<file path="config.mk">
export PLATFORM = sky130hd
export DESIGN_NAME = mem_stage
export DESIGN_NICKNAME = d
export VERILOG_FILES = /design/src/rtl/mem_stage_pkg.sv /design/src/rtl/mem_stage_data_ram.sv /design/src/rtl/mem_stage.sv
export SDC_FILE = /design/constraint.sdc
export NUM_CORES = 2
export LEC_CHECK = 0
export CAP_MARGIN = 25
export CORE_MARGIN = 1
export CORE_UTILIZATION = 50
export DETAILED_ROUTE_END_ITERATION = 7
export PLACE_DENSITY = 0.64
export SLEW_MARGIN = 20
export SYNTH_ARGS = -nofsm -noshare
export SYNTH_HDL_FRONTEND = slang
export SYNTH_HIERARCHICAL = 1
export SYNTH_SLANG_ARGS = --single-unit
</file>
<file path="constraint.sdc">
create_clock -name clk -period 3.71 [get_ports clk]
set_input_delay 0.742 -clock clk [delete_from_list [all_inputs] [get_ports clk]]
set_output_delay 0.742 -clock clk [all_outputs]
set_load 0.01 [all_outputs]
</file>
<file path="src/rtl/mem_stage_pkg.sv">
// Shared pipeline types for the memory and write-back stages.
// The MEM/WB record layout is common to both stages so the WB stage can unpack it directly.
package mem_stage_pkg;

    localparam int REG_W  = 3;
    localparam int WORD_W = 8;

    typedef enum logic {
        IDLE,
        WAIT
    } mem_state_t;

    typedef struct packed {
        logic              valid;
        logic              write_reg;
        logic [REG_W-1:0]  rd;
        logic [WORD_W-1:0] wb_data;
    } mem_wb_t;

endpackage

</file>
<file path="src/rtl/mem_stage_data_ram.sv">
// Data RAM for the memory stage: synchronous write, asynchronous read, contents never reset.
module mem_stage_data_ram #(
    parameter int DATA_W = 8
) (
    input  logic              clk,
    input  logic              we_i,
    input  logic [DATA_W-1:0] addr_i,
    input  logic [DATA_W-1:0] wdata_i,
    output logic [DATA_W-1:0] rdata_o
);

    logic [DATA_W-1:0] mem_q [2**DATA_W];

    always_ff @(posedge clk) begin
        if (we_i) begin
            mem_q[addr_i] <= wdata_i;
        end
    end

    // Read is combinational, so a load sees the value present before this edge's write.
    assign rdata_o = mem_q[addr_i];

endmodule

</file>
<file path="src/rtl/mem_stage.sv">
// Memory stage: multi-cycle load/store sequencing, upstream stall and the MEM/WB register.
//
//  state | meaning
//  IDLE  | accepting; ALU ops and single-cycle memory ops retire straight from here
//  WAIT  | multi-cycle memory access in flight; cnt counts cycles already occupied
module mem_stage
    import mem_stage_pkg::*;
#(
    parameter int DATA_W  = 8,
    parameter int MEM_LAT = 2
) (
    input  logic              clk,
    input  logic              reset,
    input  logic              valid_i,
    input  logic              write_mem_i,
    input  logic              read_mem_i,
    input  logic              write_reg_i,
    input  logic [DATA_W-1:0] data2_i,
    input  logic [DATA_W-1:0] aluOut_i,
    input  logic [REG_W-1:0]  reg1_i,
    input  logic              flush_i,
    output logic              stall_o,
    output logic              valid_o,
    output logic              write_reg_o,
    output logic [REG_W-1:0]  rd_o,
    output logic [DATA_W-1:0] wb_data_o,
    output logic              fwd_en_o
);

    localparam logic [1:0] CNT_LAST    = 2'(MEM_LAT - 1);
    localparam bit         MULTI_CYCLE = (MEM_LAT > 1);

    mem_state_t        state_q, state_d;
    logic [1:0]        cnt_q, cnt_d;
    logic              valid_q, valid_d;
    logic              write_reg_q, write_reg_d;
    logic [REG_W-1:0]  rd_q, rd_d;
    logic [DATA_W-1:0] wb_data_q, wb_data_d;

    logic              mem_op;
    logic              stall;
    logic              consume;
    logic              ram_we;
    logic [DATA_W-1:0] ram_rdata;

    assign mem_op = valid_i & (read_mem_i | write_mem_i);

    always_comb begin
        state_d     = state_q;
        cnt_d       = cnt_q;
        valid_d     = 1'b0;
        write_reg_d = 1'b0;
        rd_d        = rd_q;
        wb_data_d   = wb_data_q;
        stall       = 1'b0;

        unique case (state_q)
            IDLE: begin
                stall = mem_op & MULTI_CYCLE;
                if (stall && !flush_i) begin
                    state_d = WAIT;
                    cnt_d   = 2'd1;
                end
            end
            WAIT: begin
                stall = (cnt_q != CNT_LAST);
                if (flush_i || !stall) begin
                    state_d = IDLE;
                    cnt_d   = 2'd0;
                end else begin
                    cnt_d = cnt_q + 2'd1;
                end
            end
        endcase

        if (reset) begin
            stall = 1'b0;
        end

        // Only the consuming edge touches the RAM or loads a real instruction into MEM/WB;
        // every other edge, including stall edges, shifts a bubble in.
        consume = valid_i & ~stall & ~flush_i & ~reset;
        if (consume) begin
            valid_d     = 1'b1;
            write_reg_d = write_reg_i;
            rd_d        = reg1_i;
            wb_data_d   = (read_mem_i && !write_mem_i) ? ram_rdata : aluOut_i;
        end
    end

    assign ram_we = consume & write_mem_i;

    always_ff @(posedge clk) begin
        if (reset) begin
            state_q     <= IDLE;
            cnt_q       <= 2'd0;
            valid_q     <= 1'b0;
            write_reg_q <= 1'b0;
            rd_q        <= '0;
            wb_data_q   <= '0;
        end else begin
            state_q     <= state_d;
            cnt_q       <= cnt_d;
            valid_q     <= valid_d;
            write_reg_q <= write_reg_d;
            rd_q        <= rd_d;
            wb_data_q   <= wb_data_d;
        end
    end

    mem_stage_data_ram #(
        .DATA_W (DATA_W)
    ) u_data_ram (
        .clk     (clk),
        .we_i    (ram_we),
        .addr_i  (aluOut_i),
        .wdata_i (data2_i),
        .rdata_o (ram_rdata)
    );

    assign stall_o     = stall;
    assign valid_o     = valid_q;
    assign write_reg_o = write_reg_q;
    assign rd_o        = rd_q;
    assign wb_data_o   = wb_data_q;
    assign fwd_en_o    = valid_q & write_reg_q;

endmodule
</file>
# --- After elaboration in Yosys (flattened, before gate mapping) ---
# Memory sizes are Yosys's and may differ from the RTL's.
# Cells that the tools add are included.
# W data, S select, Z words.
word_totals:
  reg_bits: 16
  latch_bits: 0
  mem_bits_rw: 2048
  mem_bits_ro: 0
  out_inout_bits: 15
  memories: 1
op_classes:
  addsub: 1
  mul: 0
  n_div: 0
  n_lt_le_gt_ge: 0
  n_eq_ne: 2
  n_shift: 0
  mux: 12
  bitwise_logic: 12
  reduce_logical: 7
memory_table:
  columns: ["name", "words", "width", "rd", "rd_ports_with_merged_regs", "wr", "line", "source"]
  rows:
  - ["u_data_ram.mem_q", 256, 8, 1, 0, 1, "mem_stage_data_ram.sv:12", "logic [DATA_W-1:0] mem_q [2**DATA_W];"]
op_table:
  columns: ["op", "count"]
  rows:
  - ["$mux W8", 1]
  - ["$and A1 B1 Y1", 6]
  - ["$mux W1", 6]
  - ["$not A1 Y1", 5]
  - ["$mux W2", 2]
  - ["$pmux W1 S2", 2]
  - ["$pmux W2 S2", 1]
  - ["$logic_not A1 Y1", 3]
  - ["$add A2 B1 Y2 const B", 1]
  - ["$logic_and A1 B1 Y1", 2]
  - ["$ne A2 B1 Y1 const B", 1]
  - ["$ne A2 B2 Y1 const B", 1]
  - ["$reduce_or A2 Y1", 1]
  - ["$logic_or A1 B1 Y1", 1]
  - ["$or A1 B1 Y1", 1]

# --- Logic depth before layout (Yosys ltp) ---
logic_depth:
  depth_word: 11
  ltp_mapped: 12
  ltp_nobuf: 10

# --- Modules after synthesis ---
# Netlist, hierarchy kept.
by_module_without_submodules:
  columns: ["mod", "n_inst", "cells_per_inst", "area_per_inst_um2"]
  rows:
  - ["mem_stage_data_ram", 1, 3539, 78332.6]
  - ["mem_stage", 1, 76, 777.0]

# --- Worst setup path after synthesis ---
# No wires, ideal clock.
synth_timing:
  path_type: "input port to flip-flop"
  start: "in write_mem_i"
  end: "mem u_data_ram.mem_q[157][0] (enable)"
  setup_ns: 0.383
  t_arrival_ns: 3.095
  setup_slack_ns: 0.232
  cell_stages: 9
  n_path_buf: 3
  cell_sequence: "or3_4 -> a21boi_4 -> buf_6 -> and2b_4 -> and2_1 -> buf_1 -> nand3_1 -> clkbuf_1 -> nor3_1"
synth_via:
  elab_chain_cells: 11
synth_lines:
  columns: ["item", "line", "source"]
  rows:
  - ["start: declaration", "mem_stage.sv:15", "input logic write_mem_i,"]
  - ["$or A1 B1 Y1", "mem_stage.sv:46", "assign mem_op = valid_i & (read_mem_i | write_mem_i);"]
  - ["$and A1 B1 Y1", "mem_stage.sv:46", null]
  - ["$pmux W1 S2", "mem_stage.sv:57", "unique case (state_q)"]
  - ["$mux W1", "mem_stage.sv:76", "if (reset) begin"]
  - ["$not A1 Y1", "mem_stage.sv:82", "consume = valid_i & ~stall & ~flush_i & ~reset;"]
  - ["$and A1 B1 Y1 (3 in series)", "mem_stage.sv:82", null]
  - ["$and A1 B1 Y1 *", "mem_stage.sv:91", "assign ram_we = consume & write_mem_i;"]
  - ["net ram_we", "mem_stage.sv:43", "logic ram_we;"]
  - ["$mux W1 *", "mem_stage_data_ram.sv:15", "if (we_i) begin"]
  - ["$mux W1 (not written as such) *", "mem_stage_data_ram.sv:16", "mem_q[addr_i] <= wdata_i;"]
  - ["end: declaration", "mem_stage_data_ram.sv:12", null]
# Mark *: on every way through the listed nets, which the timed path passes. The rest lies on a longest branch.

# --- Final worst setup path ---
layout_timing:
  start: "in write_mem_i"
  end: "out stall_o"
layout_via:
  elab_chain_cells: 4
layout_lines:
  columns: ["item", "line", "source"]
  rows:
  - ["$or A1 B1 Y1", "mem_stage.sv:46", null]
  - ["$and A1 B1 Y1", "mem_stage.sv:46", null]
  - ["$pmux W1 S2", "mem_stage.sv:57", null]
  - ["$mux W1", "mem_stage.sv:76", null]
  - ["end: declaration", "mem_stage.sv:22", "output logic stall_o,"]
# No other way between the ends.

==> reports/summary.log <==
INFO  synthesis      synth_nets=3642
INFO  cts            clockBufferDepth=3
INFO  timing         timing_hold_violations_final=0
INFO  grt            pin_count_of_the_biggest_net_entering_global_routing=98
INFO  timing         clock.fmax=287MHz
INFO  routing        drt-pass1-iter-count=5
INFO  synthesis      synthFlopType=edfxtp_1
INFO  routing        routed_wl=192000um
INFO  timing         finalSetupViolCount=0
INFO  setup_path     crit-reg2reg-launch=state_q
INFO  cts            post_cts_hold_buffer_count=0
INFO  final_layout   post_route_cells_drive_above_1_share=31.9%
INFO  cts            clock_sink_count=2064
INFO  worst_hold_path min-delay-start=data2_i[6]
INFO  synthesis      ys_seq_area_share=78.1%
INFO  routing        dr_total_vias=39600
INFO  power_and_ir_drop totalPowerFinal=0.0481W
INFO  grt            antenna_found_initial=7
INFO  timing         worstMarginPinSlew=1.03ns
INFO  place          dp_cells=6032
INFO  setup_path     critical_path_depth=6
INFO  floorplanning  fp.coreArea=157000um2
INFO  routing        vias_per_cell=6.18
INFO  synthesis      synthMuxAreaShare=14.7%
INFO  floorplanning  die_width=400um
INFO  timing         worst_slew_margin_rel=30.2%
INFO  setup_path     timing.critical_path.slowest_cell_delay=0.61ns
INFO  setup_path     cp-end-kind=primary output
INFO  routing        detailedRoute.firstIterationViolations=4814
INFO  cts            cts_tree=built
INFO  setup_path     cp_top_family=buffers and inverters
INFO  place          detailedPlace.worstSlack=-0.448ns
INFO  setup_path     worst-setup-path-type=in -> out
INFO  setup_path     worstSetupStartpointType=primary input
INFO  timing         fin_crit_sh=93.9%
INFO  status         run_status=completed
INFO  cts            clk-insertion-delay-late=0.85ns
INFO  cts            cts_htree_levels=4
INFO  synthesis      synth_area_in_compound_gates=3.78%
INFO  floorplanning  starting_density_of_the_core=50.5%
INFO  setup_path     worst-endpoint-arrival=2.74ns
INFO  setup_path     crit_chain=clkdlybuf4s50_1, or2_2, nand2_1, mux2_2, nor2_1, clkdlybuf4s50_1
INFO  floorplanning  num_rows=145
INFO  power_and_ir_drop pwr_density=519nW/um2
INFO  final_layout   final.fill_count=11100
INFO  floorplanning  die_area=160000um2
INFO  grt            global_route_wire_length_before_repair=278000um
INFO  cts            cts-resized-gates=0
INFO  synthesis      postSynthRegisterBits=2064
INFO  setup_path     cpMostUsedCell=clkdlybuf4s50_1
INFO  cts            number_of_clock_buffers_inserted_by_tritoncts=200
INFO  synthesis      xor_xnor_share_of_the_synthesized_area=0%
INFO  final_layout   antenna_cells_inserted=0
INFO  synthesis      syn_avg_cell_area=21.9um2
INFO  run            cap_violations=0
INFO  timing         final_period_minus_worst_setup_slack=3.48ns
INFO  final_layout   synthToLayoutAreaGrowth=17.1%
INFO  synthesis      yosys.area_share.adder=0.0158%
INFO  worst_hold_path hold_depth=1
INFO  setup_path     critical-path-slowest-cell=clkdlybuf4s50_1
INFO  setup_path     crit_path_max_fanout=4
INFO  place          place.detailed.hpwl=120000um
INFO  routing        post_drt_wl_per_cell=29.9um
INFO  setup_path     worst-path-buf-inv=2
INFO  synthesis      synth-warning-count=6
INFO  synthesis      synthCells=3615
INFO  setup_path     worst_setup_path_startpoint=write_mem_i
INFO  routing        remaining_drc_errors=0
INFO  timing         finalClockSkew=0.0378ns
INFO  grt            vias_in_the_first_global_route=39400
INFO  place          gp_congestion=0.838
INFO  timing         postLayoutSetupSlackWorst=0.227ns
INFO  floorplanning  die_y=400um
INFO  timing         timing_max_transition_violations_final=0
INFO  cts            cts_root_buf=clkbuf_16
INFO  synthesis      post_synth_num_cell_types=33
INFO  grt            gr-total-overflow=0
INFO  synthesis      synth_top_family_by_area=multiplexers
INFO  synthesis      synth_area=79100um2
INFO  power_and_ir_drop vdd.ir_drop.worst=466uV
INFO  final_layout   finish.net_count=4203
INFO  final_layout   layoutNonFillerInstCount=6403
INFO  routing        ant_nets=0
INFO  cts            path_clk_slew=0.06ns
INFO  synthesis      synth-async-reset-ratio=0%
INFO  synthesis      synth-edff-count=2048
INFO  synthesis      synthSimpleGateAreaFrac=1.89%
INFO  setup_path     timing.critical_path.required=2.97ns
INFO  grt            global_route_total_usage_across_every_layer=24.4%
INFO  cts            cts_post_setup_buffers_inserted=0
INFO  worst_hold_path holdCritPathClass=in -> reg
INFO  floorplanning  io_pins=41
INFO  timing         rsz0062_at_grt=no
INFO  setup_path     worst_r2r_path_depth=10
INFO  place          io_buffer_count=40
INFO  power_and_ir_drop power.leakage=29.3nW
[cell usage after synthesis (8+ instances only)]
cell / instances / share of area (%)
a21oi_1: 129 / 0.82
dfxtp_1: 16 / 0.40
edfxtp_1: 2048 / 78
buf_4: 16 / 0.15
clkbuf_1: 147 / 0.70
a211oi_2: 8 / 0.13
mux4_2: 512 / 15
nand3_1: 13 / 0.082
mux2i_1: 11 / 0.14
o41ai_1: 32 / 0.35
a22oi_1: 256 / 2.4
buf_2: 36 / 0.23
nor3_1: 30 / 0.19
nor2_1: 249 / 1.2
buf_6: 18 / 0.26
nand4_1: 8 / 0.063
nand2_1: 32 / 0.15
buf_1: 19 / 0.090
[cell type report]
| cell class | instances | area [um2] | area share, % |
|---|---|---|---|
| timing repair buffer | 595 | 5480 | 5.92 |
| clock inverter | 120 | 1260 | 1.37 |
| tap | 2058 | 2570 | 2.78 |
| multi-input combinational | 1313 | 16200 | 17.5 |
| inverter | 2 | 7.51 | 0.00810 |
| sequential | 2064 | 61800 | 66.7 |
| clock buffer | 251 | 5280 | 5.70 |
[state kept, by name (all words and copies together), names as in the netlist]
register and cells:
valid_o 1, write_reg_o 1, cnt_q 2, rd_o 3
wb_data_o 8, u_data_ram/mem_q 2048, state_q 1
[stage by stage]
step           cell area (um2)  hold WS, ns  utilization (%)  setup TNS (ns)
3_3_place_gp             86100        0.477             55.0           -1.90
6_report                 92600        0.350             59.2               0
2_1_floorplan            79100        0.521                -               0
4_1_cts                  92600        0.340             59.2               0
5_1_grt                  92600        0.334             59.2               0
3_5_place_dp             86100        0.498             55.0           -1.63
[layout by cell type, fill, tap and decap left out, drive strengths merged, types with 2 or more instances in the layout]
cell type,count
edfxtp,2048
buf,565
mux4,512
a22oi,256
clkbuf,251
nor2,249
a21oi,129
clkinv,90
nand2,32
o41ai,32
clkdlybuf4s50,30
nor3,30
bufinv,19
dfxtp,16
nand3,13
mux2i,11
inv,9
a211oi,8
nand4,8
nand2b,7
nor2b,7
and2,6
clkinvlp,4
or2,3
or3,2
and2b,2
[metal layers]
| metal | track usage, % | vias up | share of wire (%) |
|---|---|---|---|
| met3 | 4.82 | 284 | 8.9 |
| li1 | - | 16500 | - |
| met4 | 6.80 | 8 | 2.4 |
| met2 | 37.1 | 1850 | 47 |
| met5 | 0 | - | 0.027 |
| met1 | 36.2 | 20900 | 42 |
[power breakdown]
part | switching, W | total (W) | internal [W] | leakage [nW]
clock | 0.00872 | 0.0202 | 0.0115 | 3.19
sequential | 0.0000125 | 0.0256 | 0.0256 | 18.5
combinational | 0.00140 | 0.00229 | 0.000893 | 7.61
[kinds of logic (layout without fill, tap and decap cells)]
group	Yosys count	after routing
AOI/OAI and AO/OA	429	429
and+or+nand+nor	359	359
muxes	524	524
DFF	2064	2064
adders and majority gates	1	1
buffers and inverters	238	968
[worst register-to-register path, cell delays in order (launching register included)]
cell and delay, ns:
dfxtp_1 0.78, nand2_1 0.42, a21boi_4 0.23, and2b_4 0.17, and2_1 0.18, inv_1 0.09
nor2_1 0.33, nand2_1 0.18, buf_12 0.21, nor2_1 0.24, buf_4 0.24
[final timing paths]
path	slack, ns	endpoint
worst max-delay path	0.23	stall_o
worst min register to register	0.51	rd_o[0]
worst min-delay path	0.35	u_data_ram/mem_q[193][6]
worst max register to register	0.32	u_data_ram/mem_q[141][5]
No activity file was read; power rests on OpenSTA's default activity.
